--- src/rtl/stream_demux_4.sv ---
// stream_demux_4 -- registered 1-to-4 valid/ready demultiplexer.
//
// One producer stream is steered by in_sel into one of four output channels.
// Each channel is a single holding register with its own valid/ready
// handshake. A channel that is draining in the same cycle can accept a new
// word, so a channel whose consumer keeps out_ready high takes one word per
// cycle with no bubble.
//
// Ports:
//   clk        clock; all state updates on the rising edge
//   reset      synchronous, active-high reset
//   in_data    input data word (WIDTH bits)
//   in_sel     destination channel (0=a, 1=b, 2=c, 3=d)
//   in_valid   producer has a word
//   in_ready   the channel addressed by in_sel can take a word this cycle
//   out_data   channel k data at bits [k*WIDTH +: WIDTH]
//   out_valid  channel k holds a word
//   out_ready  consumer k accepts the held word
//   out_count  (only with STREAM_DEMUX_4_COUNT_EN) four saturating 8-bit
//              drain counters, channel k at bits [k*8 +: 8]
//
// Optional feature macro: STREAM_DEMUX_4_COUNT_EN adds out_count and its
// counters. The datapath is identical in both builds.

module stream_demux_4 #(
  parameter int WIDTH = 8
) (
  input  logic               clk,
  input  logic               reset,
  input  logic [WIDTH-1:0]   in_data,
  input  logic [1:0]         in_sel,
  input  logic               in_valid,
  output logic               in_ready,
  output logic [4*WIDTH-1:0] out_data,
  output logic [3:0]         out_valid,
  input  logic [3:0]         out_ready
`ifdef STREAM_DEMUX_4_COUNT_EN
  ,
  output logic [31:0]        out_count
`endif
);

  logic       acc;
  logic [3:0] load;
  logic [3:0] drain;

  always_comb begin
    // NOTE: every signal written here gets a default first, so no path
    // through the block leaves it unassigned and no latch is inferred.
    load     = '0;
    // A full channel can still accept when it is draining this cycle.
    in_ready = ~out_valid[in_sel] | out_ready[in_sel];
    acc      = in_valid & in_ready;
    drain    = out_valid & out_ready;
    if (acc) begin
      load[in_sel] = 1'b1;
    end
  end

  // Per-channel holding register. The valid bit is the whole channel state:
  // EMPTY->FULL on load, FULL->EMPTY on drain without load, FULL->FULL on
  // load+drain (the new word overwrites the one leaving).
  always_ff @(posedge clk) begin
    if (reset) begin
      // NOTE: the data registers are reset too, because out_data must read
      // zero after reset; otherwise a datapath register needs no reset.
      out_valid <= '0;
      out_data  <= '0;
    end else begin
      for (int k = 0; k < 4; k++) begin
        // NOTE: non-blocking assignments for all sequential state, so every
        // register samples pre-edge values regardless of statement order.
        if (load[k]) begin
          out_data[k*WIDTH +: WIDTH] <= in_data;
          out_valid[k]               <= 1'b1;
        end else if (drain[k]) begin
          out_valid[k] <= 1'b0;
        end
      end
    end
  end

`ifdef STREAM_DEMUX_4_COUNT_EN
  logic [3:0][7:0] cnt;

  // Drain counters stick at 255 instead of wrapping.
  always_ff @(posedge clk) begin
    if (reset) begin
      cnt <= '0;
    end else begin
      for (int k = 0; k < 4; k++) begin
        if (drain[k] && (cnt[k] != 8'hFF)) begin
          cnt[k] <= cnt[k] + 8'd1;
        end
      end
    end
  end

  assign out_count = cnt;
`endif

endmodule

--- config.mk ---
export PLATFORM = sky130hd
export DESIGN_NAME = stream_demux_4
export DESIGN_NICKNAME = d
export VERILOG_FILES = /design/src/rtl/stream_demux_4.sv
export SDC_FILE = /design/constraint.sdc
export NUM_CORES = 1
export LEC_CHECK = 0
export CAP_MARGIN = 10
export CORE_UTILIZATION = 30
export CTS_CLUSTER_SIZE = 20
export DETAILED_ROUTE_END_ITERATION = 10
export GPL_TIMING_DRIVEN = 1
export SYNTH_ARGS = -nofsm -noshare
export SYNTH_HDL_FRONTEND = slang
export SYNTH_SLANG_ARGS = --single-unit
--- constraint.sdc ---
create_clock -name clk -period 3.15 [get_ports clk]
set_clock_uncertainty 0.1 [all_clocks]
set_input_delay 0.7875 -clock clk [delete_from_list [all_inputs] [get_ports clk]]
set_output_delay 0.7875 -clock clk [all_outputs]
set_load 0.02 [all_outputs]
* Word-level counts from Yosys, hierarchy flattened *
Cells that the tools add are included.

cells by class
  add/subtract/negate cells = 0
  div/mod/pow operators = 0
  reductions and logical operators = 5
  multiplexer cells = 15
  multipliers = 0
  shift-type cells = 0
  bitwise operators = 4
  order comparisons = 2
  equal/unequal tests = 0

operator list
  operator                                                                number
  1-bit 2-to-1 mux                                                        11
  2-bit nonzero test                                                      4
  4-bit bitwise AND                                                       1
  1-bit binary-select mux with 2-bit select                               2
  4-bit 2-to-1 mux                                                        1
  2-bit by 3-bit < comparator with 1-bit output (second input constant)   1
  1-bit demux with 2-bit select                                           1
  2-bit by 1-bit >= comparator with 1-bit output (second input constant)  1
  1-bit bitwise AND                                                       1
  1-bit logical AND                                                       1
  1-bit NOT                                                               1
  1-bit bitwise OR                                                        1

storage, ports and cells
  output and inout port bits = 37
  ROM bits = 0
  register bits = 36
  latch bits = 0
  bits in writable memories = 0
  logic and storage cells = 34
  bits of input ports = 17
  memories = 0

* Logic depth before layout (Yosys ltp) *
Gate-level depths: netlist of run 1.

  depth in word-level cells = 7
  mapped depth = 4
  mapped depth without buffers = 3

* Least setup slack after synthesis of run 1 *
No wires, ideal clock.

  path kind = input to output
  start = input port out_ready[0]
  end = output port in_ready
  setup slack = 752 ps
  data arrival time = 1,511 ps
  required time = 2,263 ps
  cell stages on the path = 2
  buffers on the path = 0
  cells stage by stage = nand2b_1 -> mux4_2

between the ends
  longest elaborated chain between the ends = 3

ends and longest elaborated chain
  what                                       line  RTL
  start: declaration                         36    input logic [3:0] out_ready
  1-bit binary-select mux with 2-bit select  52    in_ready = ~out_valid[in_sel] | out_ready[in_sel];
  1-bit 2-to-1 mux (not written as such)     52
  1-bit bitwise OR                           52
  end: declaration                           33    output logic in_ready,

Every way passes these cells. The select of a mux whose other input is x is not followed.

* Worst setup path in the final report of run 1 *
  start = input port in_sel[0]
  end = output port in_ready

between the ends
  longest elaborated chain between the ends = 4
  elaborated cells between the ends (all ways) = 6

ends and longest elaborated chain
  what                                       line  RTL
  start: declaration                         31    input logic [1:0] in_sel,
  1-bit binary-select mux with 2-bit select  52
  1-bit 2-to-1 mux (not written as such)     52
  1-bit NOT                                  52
  1-bit bitwise OR *                         52

Mark *: on every way between the ends. The rest lies on a longest branch, timed or not. The select of a mux whose other input is x is not followed.

==> flow_metrics.env, run 1 <==
export IMPL_status="finished, final reports clean"
export IMPL_critPathMaxFanout=2
export IMPL_postSynthAreaPerCell_um2=11.3
export IMPL_grt_first_pass_wirelength_um=5310
export IMPL_die_width_um=71.9
export IMPL_final_nets=210
export IMPL_p_leak_uw=0.000929
export IMPL_hold_ws_ps=376
export IMPL_final_max_slew_violation_count=0
export IMPL_wl_um=3390
export IMPL_area_growth_pct=51.5
export IMPL_start_util=0.310
export IMPL_clk_path_buf_depth=2
export IMPL_fin_ws_ps=120
export IMPL_grt_max_degree=28
export IMPL_synth_area_um2=1460
export IMPL_root_buffer="clkbuf_8"
export IMPL_max_freq_mhz=330
export IMPL_row_count=25
export IMPL_cp_arrival_ps=2140
export IMPL_wl_per_cell_um=13.0
export IMPL_fin_tns_setup_ps=0
export IMPL_period_share=0.962
export IMPL_core_area_um2=4720
export IMPL_ir_drop_uv=197
export IMPL_drt_pass1_iter_count=6
export IMPL_fin_util=0.470
export IMPL_dr_first_iter_drc_count=57
export IMPL_synthDistinctLibCells=14
export IMPL_syn_nets=147
export IMPL_cap_violations=0
export IMPL_timing_max_slew_rel_slack=0.548
export IMPL_postCtsSetupRepairBufs=0
export IMPL_setup_viol=0
export IMPL_clk_latency_ps=280
export IMPL_end_kind="output port"
export IMPL_dp_slack_ps=-104
export IMPL_grt_pass1_vias=1095
export IMPL_worst_setup_path_start_kind="primary input"
export IMPL_stdcell_count=261
export IMPL_drive_gt1_frac=0.108
export IMPL_grt_ovfl_total=0
export IMPL_final_hold_viol_count=0
export IMPL_antenna_found_initial=0
export IMPL_fp_dieH_um=71.9
export IMPL_synth_seq_cells=36
export IMPL_cts_max_level=2
export IMPL_yosys_warnings=0
export IMPL_route_detailed_drc=0
export IMPL_cts_buffers=5
export IMPL_fillers=448
export IMPL_io_buffers=53
export IMPL_tightest_slew_ps=676
export IMPL_die_area_um2=5160
export IMPL_seq_area_frac_synth=0.492
export IMPL_required_ps=2260
export IMPL_clkSinkCount=36
export IMPL_clk_pin_slew_worst_paths_ps=70
export IMPL_ctsResizeCount=1
export IMPL_io_pins=54
export IMPL_power_density_nw_per_um2=456
export IMPL_worstSetupPathType="primary input to output port"
export IMPL_period_needed_ps=3030
export IMPL_place_congestion=0.732
export IMPL_hold_path_class="register to register"
export IMPL_dpl_hpwl_um=2530
export IMPL_via_count=1118
export IMPL_diodes=0
export IMPL_rsz0062_at_grt="no"
export IMPL_place_inst=253
export IMPL_drtAntennaViolNets=0
export IMPL_grt_total_usage=0.139
export IMPL_cts_tree="built"
export IMPL_holdBufCountCts=0
export IMPL_avgViaCountPerCell=4.28
export IMPL_synthCells=130
[kinds of logic after synthesis]
logic type,after synthesis,share of synthesized area
AOI/OAI and AO/OA,4,0.0137
buffers and inverters,7,0.0282
and+or+nand+nor,50,0.232
muxes,33,0.234
DFF,36,0.492
[path summary, 6_finish.rpt]
kind | from | end | slack, ps | cells after the start
worst max-delay path | in_sel[0] | in_ready | 120 | 3
worst min-delay path | out_data[3] | out_data[3] | 380 | 2
worst max register to register | out_valid[3] | out_data[25] | 1790 | 4
worst min register to register | out_data[3] | out_data[3] | 380 | 2
[layout make-up]
class,count,area (µm²),share of cell area
Tap cell,67,83.8,0.0378
Clock inverter,2,35.0,0.0158
Sequential cell,36,721,0.325
Clock buffer,6,72.6,0.0327
Multi-Input combinational cell,87,702,0.316
Timing Repair Buffer,63,604,0.272
[per-stage QoR]
stage               total power (µW)  instance area, µm²
floorplan                        558                1460
global placement                 626                2110
detailed placement               629                2110
CTS                             1030                2220
global route                    1060                2220
finish                          1010                2220
[flip-flops by register name, indices dropped and copies added (netlist names)]
| signal | cells |
|---|---|
| out_data | 32 |
| out_valid | 4 |
[worst max-delay path: stages]
cell             delay, ps
clkdlybuf4s50_1        530
mux4_2                 500
dlygate4sd2_1          330
[report_power, final]
| part | leakage, µW | internal, µW | switching (µW) |
|---|---|---|---|
| clock network | 0.0000552 | 235 | 160 |
| logic | 0.000581 | 75.4 | 61.9 |
| registers | 0.000293 | 471 | 8.22 |
| total | 0.000929 | 782 | 230 |
[layout by cell type (no fill, tap or decap), types with 2 or more instances in the layout]
cell / synthesis / layout
a21oi_1: 4 / 4
buf_4: 2 / 10
clkbuf_8: 0 / 5
clkdlybuf4s50_1: 0 / 52
dfxtp_1: 36 / 36
mux2i_1: 32 / 32
nand2b_1: 43 / 43
nand4b_1: 2 / 2
[routing by layer]
metal	GRT usage	part of all wire
met4	0.0523	0.012
met2	0.229	0.48
met5	0	0
met3	0.0464	0.060
met1	0.169	0.45
[cells in the mapped netlist]
cell / instances / share of area
mux2i_1: 32 / 0.22
nand2b_4: 1 / 0.0094
clkbuf_1: 4 / 0.010
dfxtp_1: 36 / 0.49
and4_1: 1 / 0.0060
nand2b_1: 43 / 0.18
nand4b_1: 2 / 0.012
a21oi_1: 4 / 0.014
nand2_4: 1 / 0.0077
mux4_2: 1 / 0.015
buf_4: 2 / 0.010
nand4_1: 1 / 0.0043
buf_6: 1 / 0.0077
nor3b_2: 1 / 0.0085
Power figures use the tool's default switching activity.
==> run 2, diff against run 1 <==
--- a/config.mk
+++ b/config.mk
@@ -7,9 +7,11 @@
 export LEC_CHECK = 0
 export CAP_MARGIN = 10
 export CORE_UTILIZATION = 30
+export CTS_BUF_LIST = sky130_fd_sc_hd__clkbuf_8
 export CTS_CLUSTER_SIZE = 20
 export DETAILED_ROUTE_END_ITERATION = 10
 export GPL_TIMING_DRIVEN = 1
+export RECOVER_POWER = 50
 export SYNTH_ARGS = -nofsm -noshare
 export SYNTH_HDL_FRONTEND = slang
 export SYNTH_SLANG_ARGS = --single-unit
==> constraint.sdc (replaced) <==
create_clock -name clk -period 2.75 [get_ports clk]
set_clock_uncertainty 0.1 [all_clocks]
set_input_delay 0.6875 -clock clk [delete_from_list [all_inputs] [get_ports clk]]
set_output_delay 0.6875 -clock clk [all_outputs]
set_load 0.02 [all_outputs]
==> run 2 against run 1 <==
Sequential share of layout area rose by 0.22 points. Hold slack got worse by 2.0 ps. Register-to-register slack got worse by 590 ps. Non-clock buffer count fell by 1. Core utilization fell by 0.32 points. Flip-flop and latch count did not move. Setup slack got worse by 36 ps. Power rose by 15%. Via count rose by 2.6%. Critical path depth rose by 1. Critical path type unchanged. Highest routed layer unchanged.
==> flow_metrics.env, run 2 (synthesis gave the netlist of run 1 again) <==
export IMPL_cap_violations=0
export IMPL_worst_path_buf_inv=2
export IMPL_period_share=0.969
export IMPL_largest_register_ffs=32
export IMPL_final_nets=209
export IMPL_die_width_um=71.9
export IMPL_wl_per_cell_um=13.3
export IMPL_cp_arrival_ps=1880
export IMPL_grt_max_degree=26
export IMPL_dp_slack_ps=-306
export IMPL_worst_path_max_delay_cell="mux4_2"
export IMPL_ir_drop_uv=266
export IMPL_mostFrequentLayoutCell="nand2b_1"
export IMPL_postCtsSetupRepairBufs=0
export IMPL_start_util=0.310
export IMPL_max_stage_delay_ps=450
export IMPL_crit_chain="clkdlybuf4s50_1 > nand2b_1 > mux4_2 > buf_2"
export IMPL_clkSinkCount=36
export IMPL_drtAntennaViolNets=0
export IMPL_place_congestion=0.701
export IMPL_largestRegisters="out_data x32, out_valid x4"
export IMPL_largest_register="out_data"
export IMPL_hold_path_class="register to register"
export IMPL_timing_max_slew_rel_slack=0.561
export IMPL_wl_um=3450
export IMPL_worstSetupPathType="primary input to output port"
export IMPL_drive_gt1_frac=0.104
export IMPL_fin_tns_setup_ps=0
export IMPL_core_area_um2=4720
export IMPL_final_max_slew_violation_count=0
export IMPL_rsz0062_at_grt="no"
export IMPL_cts_max_level=2
export IMPL_fp_dieH_um=71.9
export IMPL_via_count=1147
export IMPL_drt_pass1_iter_count=6
export IMPL_row_count=25
export IMPL_tightest_slew_ps=655
export IMPL_root_buffer="clkbuf_8"
export IMPL_power_density_nw_per_um2=527
export IMPL_grt_ovfl_total=0
export IMPL_grt_pass1_vias=1174
export IMPL_route_detailed_drc=0
export IMPL_max_freq_mhz=375
export IMPL_fillers=459
export IMPL_final_hold_viol_count=0
export IMPL_ctsResizeCount=4
export IMPL_clk_latency_ps=280
export IMPL_status="finished, final reports clean"
export IMPL_multi_input_area_um2=702
export IMPL_dpl_hpwl_um=2580
export IMPL_worst_setup_path_start_kind="primary input"
export IMPL_diodes=0
export IMPL_cp_top_family="buffers and inverters"
export IMPL_critPathMaxFanout=2
export IMPL_p_leak_uw=0.000967
export IMPL_clk_pin_slew_worst_paths_ps=80
export IMPL_avgViaCountPerCell=4.41
export IMPL_place_inst=252
export IMPL_layout_common_cells="nand2b_1 (43), dfxtp_1 (36), clkdlybuf4s50_1 (35)"
export IMPL_holdBufCountCts=0
export IMPL_setup_viol=0
export IMPL_end_kind="output port"
export IMPL_dr_first_iter_drc_count=49
export IMPL_clk_path_buf_depth=2
export IMPL_io_buffers=53
export IMPL_required_ps=1960
export IMPL_io_pins=54
export IMPL_cts_buffers=5
export IMPL_fin_util=0.466
export IMPL_grt_total_usage=0.145
export IMPL_cts_tree="built"
export IMPL_area_growth_pct=50.5
export IMPL_antenna_found_initial=0
export IMPL_period_needed_ps=2670
export IMPL_seqCellArea_um2=721
export IMPL_grt_first_pass_wirelength_um=5570
export IMPL_die_area_um2=5160
export IMPL_fin_ws_ps=84.1
export IMPL_stdcell_count=260
==> run 2: cell types whose count changed in the layout (fill, tap and decap cells not counted) <==
cell / delta
clkinvlp_4: +1
dlygate4sd3_1: +17
dlygate4sd2_1: -1
clkdlybuf4s50_1: -17
clkbuf_1: +1
buf_2: +1
buf_4: -3
==> run 2: final cells by class <==
cell class	instances	area share
clock inverter	3	0.0193
timing repair buffer	62	0.266
multi-input combinational	87	0.319
sequential	36	0.327
clock buffer	5	0.0312
tap	67	0.0380
==> run 2: metal layers <==
metal / track usage / share of wire / wire (µm)
met4: 0.0588 / 0.019 / 65
met3: 0.0506 / 0.069 / 237
met1: 0.167 / 0.42 / 1460
met2: 0.246 / 0.49 / 1700
met5: 0 / 0 / 0
==> run 2: worst paths after layout <==
path                startpoint            to  slack [ps]  depth (start not counted)
hold / removal    out_data[29]  out_data[29]         370                          2
setup / recovery  out_ready[0]      in_ready          80                          4
setup reg to reg  out_valid[1]  out_data[15]        1200                          4
hold reg to reg   out_data[29]  out_data[29]         370                          2
==> run 2: where the power goes <==
group / switching [µW] / internal, µW / leakage, µW
combinational: 71.2 / 81.4 / 0.000621
sequential: 9.53 / 540 / 0.000293
clock: 191 / 268 / 0.0000541
total: 271 / 889 / 0.000967
==> run 2: tightest hold or removal path, stage by stage, from the launching register on <==
cell	delay [ps]
dfxtp_1	310
nand2b_1	60
mux2i_1	60
==> run 2: stage by stage <==
stage               cell area (µm²)  hold slack, ps  power, µW
floorplan                      1460             446        640
global placement               2100             363        717
detailed placement             2100             361        721
CTS                            2210             383       1180
global route                   2200             392       1210
finish                         2200             374       1160
